### src/rtl/uart_z80_port.sv
// Z80 I/O port bridge for the UART: CPU strobe synchronisation, one-byte RX
// prefetch latch, TX ring buffer and the request/acknowledge FSM towards the transmitter.
module uart_z80_port #(
    parameter logic [7:0]  DATA_PORT    = 8'hF8,
    parameter logic [7:0]  STAT_PORT    = 8'hF9,
    parameter int unsigned TXQ_BITS     = 2,
    parameter int unsigned BUSY_TIMEOUT = 64
) (
    input  logic       clk,
    input  logic       reset,
    input  logic [7:0] z80_addr,
    input  logic [7:0] z80_din,
    input  logic       z80_iorq_n,
    input  logic       z80_rd_n,
    input  logic       z80_wr_n,
    input  logic       z80_m1_n,
    output logic [7:0] z80_dout,
    output logic       z80_dout_en,
    input  logic [7:0] uart_dataout,
    input  logic       uart_avail,
    input  logic       uart_buf_full,
    output logic       uart_read,
    output logic [7:0] uart_datain,
    output logic       uart_write,
    input  logic       uart_tx_ready
);
    localparam int unsigned TXQ_DEPTH = 1 << TXQ_BITS;
    localparam int unsigned TMR_W     = (BUSY_TIMEOUT > 1) ? $clog2(BUSY_TIMEOUT) : 1;
    localparam logic [TXQ_BITS:0] PTR_ZERO = {(TXQ_BITS + 1){1'b0}};
    localparam logic [TXQ_BITS:0] PTR_ONE  = {{TXQ_BITS{1'b0}}, 1'b1};
    localparam logic [TMR_W-1:0]  TMR_ZERO = {TMR_W{1'b0}};
    localparam logic [TMR_W-1:0]  TMR_ONE  = {{(TMR_W - 1){1'b0}}, 1'b1};
    localparam logic [TMR_W-1:0]  TMR_LAST = TMR_W'(BUSY_TIMEOUT - 1);

    typedef enum logic [1:0] {
        TX_IDLE       = 2'd0,
        TX_WAIT_BUSY  = 2'd1,
        TX_WAIT_READY = 2'd2
    } tx_state_e;

    logic [1:0]        iorq_sync_q, rd_sync_q, wr_sync_q, m1_sync_q;
    logic              io_rd_prev_q, io_wr_prev_q;
    logic              io_rd_s, io_wr_s, rd_end_s, wr_start_s, io_rd_raw_s;

    logic              rx_valid_q;
    logic [7:0]        rx_latch_q;
    logic              uart_read_q;
    logic              rx_fill_s;

    logic [7:0]        txq_mem_q [TXQ_DEPTH];
    logic [TXQ_BITS:0] wr_ptr_q, rd_ptr_q;
    logic              txq_empty_s, txq_full_s, txq_push_s, txq_drop_s;
    logic              tx_ovf_q;

    tx_state_e         tx_state_q;
    logic [TMR_W-1:0]  timer_q;
    logic              uart_write_q;
    logic [7:0]        uart_datain_q;

    // Two-flop synchronisers for the CPU strobes plus edge-detect history.
    always_ff @(posedge clk) begin
        if (reset) begin
            iorq_sync_q  <= 2'b11;
            rd_sync_q    <= 2'b11;
            wr_sync_q    <= 2'b11;
            m1_sync_q    <= 2'b11;
            io_rd_prev_q <= 1'b0;
            io_wr_prev_q <= 1'b0;
        end else begin
            iorq_sync_q  <= {iorq_sync_q[0], z80_iorq_n};
            rd_sync_q    <= {rd_sync_q[0], z80_rd_n};
            wr_sync_q    <= {wr_sync_q[0], z80_wr_n};
            m1_sync_q    <= {m1_sync_q[0], z80_m1_n};
            io_rd_prev_q <= io_rd_s;
            io_wr_prev_q <= io_wr_s;
        end
    end

    // M1 low with IORQ is an interrupt acknowledge and never a port access.
    assign io_rd_s    = ~iorq_sync_q[1] & ~rd_sync_q[1] & m1_sync_q[1];
    assign io_wr_s    = ~iorq_sync_q[1] & ~wr_sync_q[1] & m1_sync_q[1];
    assign rd_end_s   = io_rd_prev_q & ~io_rd_s;
    assign wr_start_s = io_wr_s & ~io_wr_prev_q;

    assign io_rd_raw_s = ~z80_iorq_n & ~z80_rd_n & z80_m1_n;
    assign z80_dout_en = io_rd_raw_s & ((z80_addr == DATA_PORT) | (z80_addr == STAT_PORT));

    // Read mux works straight from the CPU pins so data is valid within the IN cycle.
    always_comb begin
        z80_dout = 8'h00;
        if (z80_addr == DATA_PORT) begin
            z80_dout = rx_valid_q ? rx_latch_q : 8'h00;
        end else if (z80_addr == STAT_PORT) begin
            z80_dout = {3'b000, tx_ovf_q, uart_buf_full, txq_empty_s, ~txq_full_s, rx_valid_q};
        end else begin
            z80_dout = 8'h00;
        end
    end

    assign rx_fill_s = ~rx_valid_q & uart_avail;

    // RX prefetch: grab the FIFO head into the latch, then pop it the following cycle.
    always_ff @(posedge clk) begin
        if (reset) begin
            rx_valid_q  <= 1'b0;
            rx_latch_q  <= 8'h00;
            uart_read_q <= 1'b0;
        end else begin
            uart_read_q <= rx_fill_s;
            if (rx_fill_s) begin
                rx_latch_q <= uart_dataout;
                rx_valid_q <= 1'b1;
            end else if (rd_end_s && (z80_addr == DATA_PORT)) begin
                rx_valid_q <= 1'b0;
            end
        end
    end

    assign txq_empty_s = (wr_ptr_q == rd_ptr_q);
    assign txq_full_s  = (wr_ptr_q[TXQ_BITS] != rd_ptr_q[TXQ_BITS]) &&
                         (wr_ptr_q[TXQ_BITS-1:0] == rd_ptr_q[TXQ_BITS-1:0]);
    assign txq_push_s  = wr_start_s & (z80_addr == DATA_PORT) & ~txq_full_s;
    assign txq_drop_s  = wr_start_s & (z80_addr == DATA_PORT) & txq_full_s;

    // Queue storage has no reset; the pointers alone define what is valid.
    always_ff @(posedge clk) begin
        if (txq_push_s) begin
            txq_mem_q[wr_ptr_q[TXQ_BITS-1:0]] <= z80_din;
        end
    end

    // Write pointer and sticky overflow flag; a status read clears the flag.
    always_ff @(posedge clk) begin
        if (reset) begin
            wr_ptr_q <= PTR_ZERO;
            tx_ovf_q <= 1'b0;
        end else begin
            if (txq_push_s) begin
                wr_ptr_q <= wr_ptr_q + PTR_ONE;
            end
            if (txq_drop_s) begin
                tx_ovf_q <= 1'b1;
            end else if (rd_end_s && (z80_addr == STAT_PORT)) begin
                tx_ovf_q <= 1'b0;
            end
        end
    end

    // TX handshake: raise write, pop only once the transmitter goes busy, else retry.
    always_ff @(posedge clk) begin
        if (reset) begin
            tx_state_q    <= TX_IDLE;
            timer_q       <= TMR_ZERO;
            uart_write_q  <= 1'b0;
            uart_datain_q <= 8'h00;
            rd_ptr_q      <= PTR_ZERO;
        end else begin
            case (tx_state_q)
                TX_IDLE: begin
                    if (!txq_empty_s && uart_tx_ready) begin
                        uart_datain_q <= txq_mem_q[rd_ptr_q[TXQ_BITS-1:0]];
                        uart_write_q  <= 1'b1;
                        timer_q       <= TMR_ZERO;
                        tx_state_q    <= TX_WAIT_BUSY;
                    end
                end
                TX_WAIT_BUSY: begin
                    if (!uart_tx_ready) begin
                        uart_write_q <= 1'b0;
                        rd_ptr_q     <= rd_ptr_q + PTR_ONE;
                        tx_state_q   <= TX_WAIT_READY;
                    end else if (timer_q == TMR_LAST) begin
                        uart_write_q <= 1'b0;
                        tx_state_q   <= TX_IDLE;
                    end else begin
                        timer_q <= timer_q + TMR_ONE;
                    end
                end
                TX_WAIT_READY: begin
                    if (uart_tx_ready) begin
                        tx_state_q <= TX_IDLE;
                    end
                end
                default: begin
                    uart_write_q <= 1'b0;
                    tx_state_q   <= TX_IDLE;
                end
            endcase
        end
    end

    assign uart_read   = uart_read_q;
    assign uart_write  = uart_write_q;
    assign uart_datain = uart_datain_q;

endmodule

### config.mk
export PLATFORM = sky130hd
export DESIGN_NAME = uart_z80_port
export DESIGN_NICKNAME = d
export VERILOG_FILES = /design/src/rtl/uart_z80_port.sv
export SDC_FILE = /design/constraint.sdc
export NUM_CORES = 1
export LEC_CHECK = 0
export CAP_MARGIN = 10
export CORE_ASPECT_RATIO = 0.9
export CORE_MARGIN = 2
export CORE_UTILIZATION = 55
export CTS_BUF_LIST = sky130_fd_sc_hd__clkbuf_8
export DETAILED_ROUTE_END_ITERATION = 16
export PLACE_DENSITY = 0.82
export SETUP_SLACK_MARGIN = 0.1
export SYNTH_ARGS = -nofsm -noshare
export SYNTH_HDL_FRONTEND = slang
export SYNTH_SLANG_ARGS = --single-unit
### constraint.sdc
create_clock -name clk -period 2.9 [get_ports clk]
set_input_delay 0.58 -clock clk [delete_from_list [all_inputs] [get_ports clk]]
set_output_delay 0.58 -clock clk [all_outputs]
set_load 0.05 [all_outputs]
Yosys cells after proc, flatten, opt, wreduce, memory -nomap -nowiden
Memory sizes are Yosys's and may differ from the RTL's. A register that Yosys moved wholly into a read port is not among the register bits.
Cells that the tools add are included.
{ "totals": {"ff_bits": 36, "mem_bits_rw": 32, "input_bits": 33, "memories": 1} }
{ "memory_table": {"columns": ["memory", "depth", "word_bits", "rd", "rd_clocked_by_memory_dff", "write_ports", "line_no", "source"], "rows": [
  ["txq_mem_q", 4, 8, 1, 1, 1, "50", "logic [7:0] txq_mem_q [TXQ_DEPTH];"]
]} }
{ "classes": {"n_addsub": 3, "eq_ne": 13, "n_mux": 22, "bitwise_logic": 25, "n_reduce_logical": 14} }
{ "ops": {"columns": ["op", "n"], "rows": [
  ["$mux 6", 3],
  ["$eq 8x8->1 const B", 2],
  ["$mux 8", 2],
  ["$and 1x1->1", 13],
  ["$pmux 6 s2", 1],
  ["$not 1->1", 11],
  ["$mux 1", 9],
  ["$mux 2", 4],
  ["$ne 2x2->1 const B", 4],
  ["$add 3x1->3 const B", 2],
  ["$add 6x1->6 const B", 1],
  ["$eq 6x6->1 const B", 1],
  ["$pmux 2 s3", 1],
  ["$reduce_and 3->1", 2],
  ["$reduce_bool 2->1", 3],
  ["$mux 5", 1],
  ["$logic_and 1x1->1", 4],
  ["$reduce_and 2->1", 2],
  ["$reduce_and 4->1", 1],
  ["$eq 3x3->1", 1],
  ["$ne 3x3->1 const B", 1],
  ["$pmux 1 s3", 1],
  ["$eq 2x1->1 const B", 1],
  ["$eq 2x2->1", 1],
  ["other kinds (5)", 5]
]} }

Logic depth before layout (Yosys ltp)
{ "depth": {"depth_word": 8, "mapped_depth": 5, "mapped_depth_nobuf": 5} }

Least setup slack after synthesis
No wires, ideal clock.
{ "synth_timing": {"path_kind": "input port to output port", "startpoint": "input z80_addr[1]", "endpoint": "output z80_dout_en", "arrival_ns": 2.900, "required_time_ns": 2.320, "slack_ns": -0.580, "stages": 4, "path_buffers": 1, "cell_sequence": "nand4bb_1 > or2_1 > clkbuf_1 > nor4b_1"} }
{ "synth_between": {"elab_chain_len": 3} }
{ "synth_rtl": {"columns": ["element", "line_no", "source"], "rows": [
  ["start: declaration", "11", "input logic [7:0] z80_addr,"],
  ["$eq 8x8->1", "86", "assign z80_dout_en = io_rd_raw_s & ((z80_addr == DATA_PORT) | (z80_addr == STAT_PORT));"],
  ["$or 1x1->1 (*)", "86", null],
  ["$and 1x1->1 (*)", "86", null],
  ["end: declaration", "18", "output logic z80_dout_en,"]
]} }
Every way passes the cells marked *; elsewhere a longest branch is shown, timed or not.

Worst setup path in the final report
{ "layout_timing": {"startpoint": "input z80_addr[1]", "endpoint": "output z80_dout[1]"} }
{ "layout_between": {"elab_chain_len": 3} }
{ "layout_rtl": {"columns": ["element", "line_no", "source"], "rows": [
  ["$eq 8x8->1", "93", "end else if (z80_addr == STAT_PORT) begin"],
  ["$mux 5", "93", null],
  ["$mux 8 (*)", "91", "if (z80_addr == DATA_PORT) begin"],
  ["end: declaration", "17", "output logic [7:0] z80_dout,"]
]} }
Marked as above.

==> metrics <==
status=finished clean; FF+latch count, synth=76; leak pwr=about 0.0015 uW; VDD IR max=between 0.4 and 0.5 mV; DR vias/cell=5.478; Crit Reg-Reg Endpoint=txq_mem_q[1][2]; TritonRoute pass-1 iters=4; Post-DP Area=roughly 0.0038 mm^2; critical path, cell by cell=clkdlybuf4s50_1 -> nand4bb_1 -> or2_1 -> buf_4 -> a21oi_1 -> buf_12; hpwl dp=~4300 um; CTS root buf=clkbuf_8; share of cells above drive strength 1=0.1707; critical path data arrival time=2090 ps; Ports=52; total power=~2000 uW; Final Setup Violations=0; most common cell after layout, fill and taps aside=dfxtp_1; finished layout cell area=about 0.004 mm^2; power per cell area=492.9 mW/mm^2; Distinct cells, synth=44; Mean Syn Cell Area=roughly 12 um^2; R2R cell count=3; Synth area leader=edfxtp_1; Peak Freq=between 0.3 and 0.4 GHz; R2R setup slack=860 ps; final core utilization=0.7476; worst path required time=2320 ps; post-CTS setup buffers=0; CP Launch Point=z80_addr[1]; synth warn=0; final worst path period need=roughly 2700 ps; I/O Buffers=approximately 50; drt first-iter violations=110; Mapped Area=0.003098 mm^2; Tcrit/Tclk final=0.9208; vias after detailed routing=~2.2k; # resized after CTS=0; Crit-path slowest cell=clkdlybuf4s50_1; critical path's largest stage delay=roughly 390 ps; Die Wd=approximately 83 um; mean routed wirelength per cell=approximately 15 um; clock skew=around 11 ps; Rel. slew slack=0.2679; CP Class=in2out; clock sinks=76; critical path fanouts, max=9; Core Rows=25; Worst-Skew Late Latency=350 ps; CTS Hold Bufs=0; Remaining DRCs=0; number of synthesized flops with an enable pin=32; depth of the CTS H-tree=3; vias in the first global route=about 2.1k; Async S/R FF share, synth=0; syn_nets=roughly 300; TNS Setup=0 ps; CTS tree=yes; prevailing post-synth register cell=dfxtp_1; endpoint type of the worst setup path=primary output; Clk pin slew, worst setup/hold paths=roughly 80 ps; GPL Wtd Cong=~0.82; Clock Path Buffers=2; final-report hold violation count=0; most frequent cells in the layout=dfxtp_1, clkdlybuf4s50_1, edfxtp_1, a21oi_1, nand2_1; Final ANT Viol Nets=0; Net count, final=between 300 and 400; Gate Count Post-Synth=264; number of max-cap violations=0; hold slack final=~410 ps; RSZ-0062 raised after global routing=no; Starting Density=0.5792; Post-Route WL=a little over 6000 um; Setup crit start kind=input port; antenna diode count=0; core area=around 0.0053 mm^2; GRT Util Overall=0.2097; Die Y-Extent=around 75 um; worst r2r src=wr_sync_q[1]; worst slew pin tran=~1100 ps; filler cell count=approximately 370; Seq/Total Area, Yosys=0.5945; die footprint=~0.0062 mm^2; Synth top area share=0.3102; ranking of synthesized cells by area=edfxtp_1, dfxtp_1, mux4_2; largest net degree at the start of global routing=17; Pins Over Slew Limit=0; total grt overflow=0; initial antenna violation count=0; Hold Path Class=reg2reg; CTS Buf Count=9; first-pass GRT wire length=9846 um; Area growth syn-to-layout=29.08%; Worst Setup EP=z80_dout[1]
where the power goes:
part	switching, uW	internal, uW	leakage [uW]
Sequential	7.30	1130	0.000646
Clock	415	321	0.0000804
Combinational	45.6	56.9	0.000733
Total	467	1500	0.00146
kinds of logic (layout without fill, tap and decap cells):
kind of cell / after synthesis / after routing / synth area share
compound gates: 44 / 44 / 0.08320
xor+xnor: 8 / 8 / 0.02261
fa+ha+maj: 6 / 6 / 0.02423
buf+inv: 20 / 84 / 0.02625
flops: 76 / 76 / 0.5945
mux: 16 / 16 / 0.08401
simple gates: 94 / 94 / 0.1652
Yosys cell counts, types with 2 or more instances:
| cell type | number |
|---|---|
| a21o_1 | 2 |
| nor2_1 | 18 |
| ha_1 | 6 |
| nand2_1 | 20 |
| xnor2_1 | 4 |
| nor4b_1 | 2 |
| o21ai_0 | 5 |
| buf_2 | 2 |
| mux2i_1 | 8 |
| a31oi_1 | 3 |
| a21oi_1 | 23 |
| nand3_1 | 5 |
| clkbuf_1 | 9 |
| edfxtp_1 | 32 |
| or2_1 | 3 |
| nor3_1 | 8 |
| xor2_1 | 4 |
| or2_2 | 8 |
| o31ai_1 | 3 |
| nand2b_1 | 6 |
| and3_1 | 10 |
| mux4_2 | 8 |
| o21ai_1 | 2 |
| inv_1 | 7 |
| dfxtp_1 | 44 |
| nor2b_1 | 2 |
| nor4_1 | 3 |
worst min-delay path by stage:
stage	startpoint	end	cells after the start	slack, ps
floorplan	iorq_sync_q[0]	iorq_sync_q[1]	1	390
global placement	iorq_sync_q[0]	iorq_sync_q[1]	1	390
detailed placement	rd_sync_q[0]	rd_sync_q[1]	1	390
CTS	rd_sync_q[0]	rd_sync_q[1]	1	410
global route	rd_sync_q[0]	rd_sync_q[1]	1	430
finish	rd_sync_q[0]	rd_sync_q[1]	1	410
routing by layer:
layer / up-vias / track usage / part of all wire
met5: - / 0 / 0
met4: 0 / 0.1148 / 0.023
met3: 11 / 0.05811 / 0.031
met2: 32 / 0.3477 / 0.51
li1: 1085 / - / -
met1: 1036 / 0.2559 / 0.43
layout make-up:
cell class | count | area, um^2 | share of cell area
Tap cell | 67 | 83.83 | 0.02096
Inverter | 7 | 26.28 | 0.006571
Sequential cell | 76 | 1842 | 0.4606
Clock buffer | 9 | 123.9 | 0.03098
Multi-Input combinational cell | 168 | 1189 | 0.2972
Timing Repair Buffer | 61 | 675.6 | 0.1690
Clock inverter | 7 | 58.81 | 0.01471
worst max-delay path, delay by kind of cell:
| family | cells | cell delay [ps] |
|---|---|---|
| AND/OR/NAND/NOR | 2 | 540 |
| buffers and inverters | 3 | 740 |
| AO/OA/AOI/OAI | 1 | 230 |
per-stage QoR:
step                cells  setup slack [ps]
finish                395             229.8
CTS                   395             209.0
global placement      379             271.1
detailed placement    379             211.6
floorplan             264             107.4
global route          395             129.2
registers in the layout, summed over array words and instances (netlist names), 2 cells and up:
register and count:
m1_sync_q 2, rd_sync_q 2, txq_mem_q 32, rx_latch_q 8
uart_datain 8, rd_ptr_q 3, wr_sync_q 2, wr_ptr_q 3
iorq_sync_q 2, tx_state_q 2, timer_q 6
Power figures use the tool's default switching activity.
